==> src/rtl/branch_resolve_unit.sv <==
// branch_resolve_unit: resolves branch/jump direction and target from the
// comparison result, flags mispredictions and misaligned targets, and
// drives a registered redirect followed by a multi-cycle flush strobe.
// Optional feature macro: BRANCH_RESOLVE_PERF_EN adds branch and
// mispredict counters (branch_count_o, mispredict_count_o).
module branch_resolve_unit #(
  parameter int dataWidth   = 32,
  parameter int flushCycles = 2
) (
  input  logic                 clk,
  input  logic                 rst_n,
  input  logic                 in_valid_i,
  output logic                 in_ready_o,
  input  logic [1:0]           branch_op_i,
  input  logic [dataWidth-1:0] pc_i,
  input  logic [dataWidth-1:0] imm_i,
  input  logic [dataWidth-1:0] rs1_i,
  input  logic [dataWidth-1:0] compare_result_i,
  input  logic                 predicted_taken_i,
  output logic                 out_valid_o,
  input  logic                 out_ready_i,
  output logic                 redirect_valid_o,
  output logic [dataWidth-1:0] redirect_pc_o,
  output logic [dataWidth-1:0] link_value_o,
  output logic                 misalign_exc_o,
  output logic                 flush_o
`ifdef BRANCH_RESOLVE_PERF_EN
  ,
  output logic [dataWidth-1:0] branch_count_o,
  output logic [dataWidth-1:0] mispredict_count_o
`endif
);

  localparam int CntW = $clog2(flushCycles + 1);
  localparam logic [1:0] OP_NONE   = 2'd0;
  localparam logic [1:0] OP_BRANCH = 2'd1;
  localparam logic [1:0] OP_JAL    = 2'd2;
  localparam logic [1:0] OP_JALR   = 2'd3;

  typedef enum logic [1:0] {IDLE = 2'd0, HOLD = 2'd1, FLUSH = 2'd2} state_e;

  state_e              state_q;
  logic [CntW-1:0]     cnt_q;
  logic                out_valid_q;
  logic                flush_q;
  logic                redirect_valid_q;
  logic                misalign_q;
  logic [dataWidth-1:0] redirect_pc_q;
  logic [dataWidth-1:0] link_q;

  logic                redirect_valid_d;
  logic                misalign_d;
  logic [dataWidth-1:0] redirect_pc_d;
  logic [dataWidth-1:0] link_d;

  logic [dataWidth-1:0] target;
  logic [dataWidth-1:0] seq_pc;
  logic [dataWidth-1:0] jalr_sum;
  logic                 taken;
  logic                 redirect_raw;
  logic                 accept;
  logic                 xfer;

  // Only the condition bit of the comparison word carries information.
  logic unused_cmp_bits;
  assign unused_cmp_bits = ^compare_result_i[dataWidth-1:1];

  // A redirecting result blocks the same-cycle accept so the flush can start.
  assign in_ready_o = rst_n & ((state_q == IDLE) |
                               ((state_q == HOLD) & out_ready_i & ~redirect_valid_q));
  assign accept     = in_valid_i & in_ready_o;
  assign xfer       = out_valid_q & out_ready_i;

  // Resolve direction, target and redirect decision for the incoming op.
  always_comb begin
    seq_pc           = pc_i + dataWidth'(4);
    jalr_sum         = rs1_i + imm_i;
    target           = pc_i + imm_i;
    taken            = 1'b0;
    redirect_raw     = 1'b0;
    case (branch_op_i)
      OP_BRANCH: begin
        taken        = compare_result_i[0];
        redirect_raw = compare_result_i[0] != predicted_taken_i;
      end
      OP_JAL: begin
        taken        = 1'b1;
        redirect_raw = ~predicted_taken_i;
      end
      OP_JALR: begin
        target       = jalr_sum & ~dataWidth'(1);
        taken        = 1'b1;
        redirect_raw = 1'b1;
      end
      default: begin
        taken        = 1'b0;
        redirect_raw = 1'b0;
      end
    endcase
    misalign_d       = taken & (target[1:0] != 2'b00);
    redirect_valid_d = redirect_raw & ~misalign_d;
    redirect_pc_d    = taken ? target : seq_pc;
    link_d           = ((branch_op_i == OP_JAL) || (branch_op_i == OP_JALR)) ? seq_pc : '0;
  end

  // Control FSM with registered result and flush outputs.
  always_ff @(posedge clk or negedge rst_n) begin
    if (!rst_n) begin
      state_q          <= IDLE;
      cnt_q            <= '0;
      out_valid_q      <= 1'b0;
      flush_q          <= 1'b0;
      redirect_valid_q <= 1'b0;
      misalign_q       <= 1'b0;
      redirect_pc_q    <= '0;
      link_q           <= '0;
    end else begin
      case (state_q)
        IDLE: begin
          if (accept) begin
            state_q          <= HOLD;
            out_valid_q      <= 1'b1;
            redirect_valid_q <= redirect_valid_d;
            misalign_q       <= misalign_d;
            redirect_pc_q    <= redirect_pc_d;
            link_q           <= link_d;
          end
        end
        HOLD: begin
          if (out_ready_i) begin
            if (redirect_valid_q) begin
              state_q          <= FLUSH;
              cnt_q            <= CntW'(flushCycles);
              flush_q          <= 1'b1;
              out_valid_q      <= 1'b0;
              redirect_valid_q <= 1'b0;
            end else if (accept) begin
              redirect_valid_q <= redirect_valid_d;
              misalign_q       <= misalign_d;
              redirect_pc_q    <= redirect_pc_d;
              link_q           <= link_d;
            end else begin
              state_q          <= IDLE;
              out_valid_q      <= 1'b0;
              misalign_q       <= 1'b0;
            end
          end
        end
        FLUSH: begin
          if (cnt_q == CntW'(1)) begin
            state_q <= IDLE;
            cnt_q   <= '0;
            flush_q <= 1'b0;
          end else begin
            cnt_q   <= cnt_q - CntW'(1);
          end
        end
        default: begin
          state_q     <= IDLE;
          out_valid_q <= 1'b0;
          flush_q     <= 1'b0;
        end
      endcase
    end
  end

  assign out_valid_o      = out_valid_q;
  assign flush_o          = flush_q;
  assign redirect_valid_o = redirect_valid_q;
  assign misalign_exc_o   = misalign_q;
  assign redirect_pc_o    = redirect_pc_q;
  assign link_value_o     = link_q;

`ifdef BRANCH_RESOLVE_PERF_EN
  logic                 is_branch_q;
  logic [dataWidth-1:0] branch_cnt_q;
  logic [dataWidth-1:0] mispredict_cnt_q;

  // Count consumed results; the held op type travels with the result.
  always_ff @(posedge clk or negedge rst_n) begin
    if (!rst_n) begin
      is_branch_q      <= 1'b0;
      branch_cnt_q     <= '0;
      mispredict_cnt_q <= '0;
    end else begin
      if (accept) begin
        is_branch_q <= (branch_op_i != OP_NONE);
      end
      if (xfer) begin
        branch_cnt_q     <= branch_cnt_q + dataWidth'(is_branch_q);
        mispredict_cnt_q <= mispredict_cnt_q + dataWidth'(redirect_valid_q);
      end
    end
  end

  assign branch_count_o     = branch_cnt_q;
  assign mispredict_count_o = mispredict_cnt_q;
`else
  logic unused_xfer;
  assign unused_xfer = xfer;
`endif

endmodule

==> config.mk <==
export PLATFORM = sky130hd
export DESIGN_NAME = branch_resolve_unit
export DESIGN_NICKNAME = d
export VERILOG_FILES = /design/src/rtl/branch_resolve_unit.sv
export SDC_FILE = /design/constraint.sdc
export NUM_CORES = 1
export LEC_CHECK = 0
export ABC_CLOCK_PERIOD_IN_PS = 4000
export CORE_ASPECT_RATIO = 1.5
export CORE_MARGIN = 2
export CORE_UTILIZATION = 35
export CTS_CLUSTER_DIAMETER = 30
export CTS_CLUSTER_SIZE = 25
export DETAILED_ROUTE_END_ITERATION = 7
export PLACE_DENSITY = 0.64
export SYNTH_ARGS = -nofsm -noshare
export SYNTH_HDL_FRONTEND = slang
export SYNTH_SLANG_ARGS = --single-unit
==> constraint.sdc <==
create_clock -name clk -period 4 [get_ports clk]
set_clock_uncertainty 0.05 [all_clocks]
set_input_delay 0.4 -clock clk [delete_from_list [all_inputs] [get_ports clk]]
set_output_delay 0.4 -clock clk [all_outputs]
set_load 0.1 [all_outputs]
==> results by group <==
Outcome
  – Status: finished, final reports clean

Worst setup path
  – WS Path Type: input pin to flip-flop
  – Arrival time at the worst endpoint: 3.64 ns
  – Max FO, Critical Path: 6
  – RR Startpoint: redirect_valid_o
  – CP Launch Point: pc_i[24]
  – CP Launch Type: input pin
  – Crit. End Element: flip-flop
  – Worst Path Required: 4.21 ns

STA
  – Final Setup Violations: 0
  – Fmax: 291 MHz
  – Slew Viols, Final: 0
  – Post-route clock period utilization: 85.8%
  – Final min period: 3.43 ns
  – Fin worst setup slack: 0.569 ns
  – RSZ-0062 raised after global routing: false
  – Final Hold Vio Count: 0
  – Rel. slew slack: 27.8%
  – Worst-Margin Slew: 1.08 ns
  – Fin Setup TNS: 0 ns
  – Smallest hold slack: 0.258 ns

CTS
  – H-tree Lvls: 3
  – CTS Hold Bufs: 0
  – # Post-CTS Setup Buffers: 0
  – Clock Tree Root: clkbuf_16
  – Post-CTS sizing: 0
  – Worst-path clk slew: 0.06 ns
  – Bufs on Longest Clock Path: 2
  – Clk sink count: 72
  – TritonCTS buffer count: 9
  – CTS tree: built
  – Worst-Skew Late Latency: 0.34 ns

Synthesis
  – Cell Area, Synth: 7300 µm²
  – Asr flop ratio synth: 100%
  – Sequential element share of the synthesized area: 24.7%
  – Synth warnings: 0
  – Number of distinct library cells after synthesis: 71
  – Area share of the largest cell type after synthesis: 24.7%
  – Post-synth top cells: nand2_1, a21oi_1, o21ai_0
  – Register bit total from synthesis: 72
  – Most frequent cell after synthesis: nand2_1
  – Post-synth EDFFs: 0
  – Synth top area cells: dfrtp_1, ha_1, nand2_1, a21oi_1, o21ai_0
  – Post-Syn Instances: 967
  – Yosys top cell by area: dfrtp_1
  – Dominant synthesized flop cell: dfrtp_1
  – Syn_area_per_cell: 7.55 µm²
  – Syn Nets: 1167

Pwr
  – Tot Pwr: 6280 µW
  – Sw power: 3690 µW
  – Logic pwr share: 66.6%
  – Leakage: 0.00408 µW
  – Peak supply drop: 497 µV
  – Internal: 2590 µW
  – Pwr/cell area: 651 nW/µm²
  – Switching share of power: 58.8%
  – Reg power frac: 19.9%
  – Clock network power share: 13.5%

Job
  – Max_cap viols: 0

Global routing
  – Vias in the first global route: 7661
  – First-pass GRT wire length: 41400 µm
  – Total gr overflow: 0
  – Pin count of the biggest net entering global routing: 98
  – Initial antenna violation count: 0
  – Gr usage total: 24.5%

Floorplanning
  – Num rows: 64
  – Core Footprint: 20400 µm²
  – Die H: 181 µm
  – DIE WIDTH: 122 µm
  – Starting density of the core: 35.8%
  – Top-Level Pins: 204
  – Total die area: 22100 µm²

Cells and area
  – Area grow syn2layout: 32.1%
  – N_diodes: 0
  – Fin util: 47.2%
  – Fraction of layout cells with a size suffix above 1: 5.14%
  – Layout Nets: 1323

Routing
  – DR WL/cell: 19.5 µm
  – DRC: 0
  – Starting DRT DRC Count: 545
  – Overall routed net length: 27200 µm
  – Antenna Nets Post-Route: 0
  – Routed vias: 7815
  – First drt pass iteration count: 5
  – Routed vias/inst: 5.61

Worst hold path
  – Hold Crit Class: input pin to async pin

Placement
  – DP HPWL: 21600 µm
  – Port bufs: 172
  – RePlAce Congestion: 0.929
  – Pre-CTS setup slack: 0.276 ns
[routing by layer]
layer,GRT usage (%),share of wire [%]
met1,26.5,38
met2,45.3,53
met3,2.46,3.8
met4,13.7,5.7
met5,0,0
[logic make-up after synthesis]
group	synth area share (%)
buffers and inverters	3.51
XOR/XNOR	8.27
flip-flops	24.7
adder cells (fa/ha/maj)	11.3
AO/OA/AOI/OAI	28.2
AND/OR/NAND/NOR	22.4
multiplexers	1.54
[final timing paths]
check                                         end  slack (ns)  cells past startpoint
worst max-delay path            redirect_pc_o[29]        0.57                     11
worst min-delay path              link_value_o[0]        0.26                      2
worst max register to register   link_value_o[30]        1.71                      6
worst min register to register    link_value_o[3]        0.42                      2
max in group asynchronous       redirect_pc_o[30]        2.97                      2
min in group clk                  link_value_o[3]        0.42                      2
[sequential cells by signal, summed over array words and instances (netlist names)]
| register | flops |
|---|---|
| out_valid_o | 1 |
| link_value_o | 32 |
| flush_o | 1 |
| redirect_pc_o | 32 |
| misalign_exc_o | 1 |
| redirect_valid_o | 1 |
| cnt_q | 2 |
| state_q | 2 |
[power by group through the flow]
stage / Sequential [µW] / Combinational [µW] / Clock, µW
6_report: 1250 / 4190 / 848
5_1_grt: 1290 / 4380 / 894
4_1_cts: 1250 / 4200 / 867
3_5_place_dp: 1260 / 4200 / 0
3_3_place_gp: 1250 / 4180 / 0
2_1_floorplan: 3340 / 947 / 0
[through the flow]
step | std cells | cell area (µm²)
after floorplan | 967 | 7310
after detailed placement | 1376 | 9340
after CTS | 1392 | 9650
after global routing | 1392 | 9650
after global placement | 1376 | 9340
final | 1392 | 9650
[critical path, cell delays in order]
cell,delay (ns)
clkdlybuf4s50_1,0.55
ha_1,0.46
nand2_1,0.13
o21ai_0,0.37
a21o_1,0.18
a21oi_1,0.06
o21ai_0,0.32
mux2_2,0.37
a2111oi_0,0.49
o211ai_1,0.15
o21ai_0,0.17
[cells in the final DEF, fill, tap and decap left out, types with 23 or more instances in the layout]
| cell | synthesis | routed |
|---|---|---|
| a21o_1 | 29 | 29 |
| a21oi_1 | 96 | 94 |
| clkdlybuf4s50_1 | 0 | 170 |
| dfrtp_1 | 72 | 72 |
| ha_1 | 63 | 63 |
| nand2_1 | 145 | 144 |
| nand3_1 | 39 | 39 |
| nor2_1 | 64 | 64 |
| nor3_1 | 23 | 23 |
| o21ai_0 | 96 | 96 |
| xnor2_1 | 37 | 37 |
| xor2_1 | 32 | 32 |
[final cells by class]
cell class	count	area [µm²]
Clock buffer	10	239
Clock inverter	6	65.1
Fill cell	2067	10800
Inverter	19	71.3
Multi-Input combinational cell	828	5260
Sequential cell	72	1800
Tap cell	264	330
Timing Repair Buffer	193	1880
No activity file was read; power rests on OpenSTA's default activity.
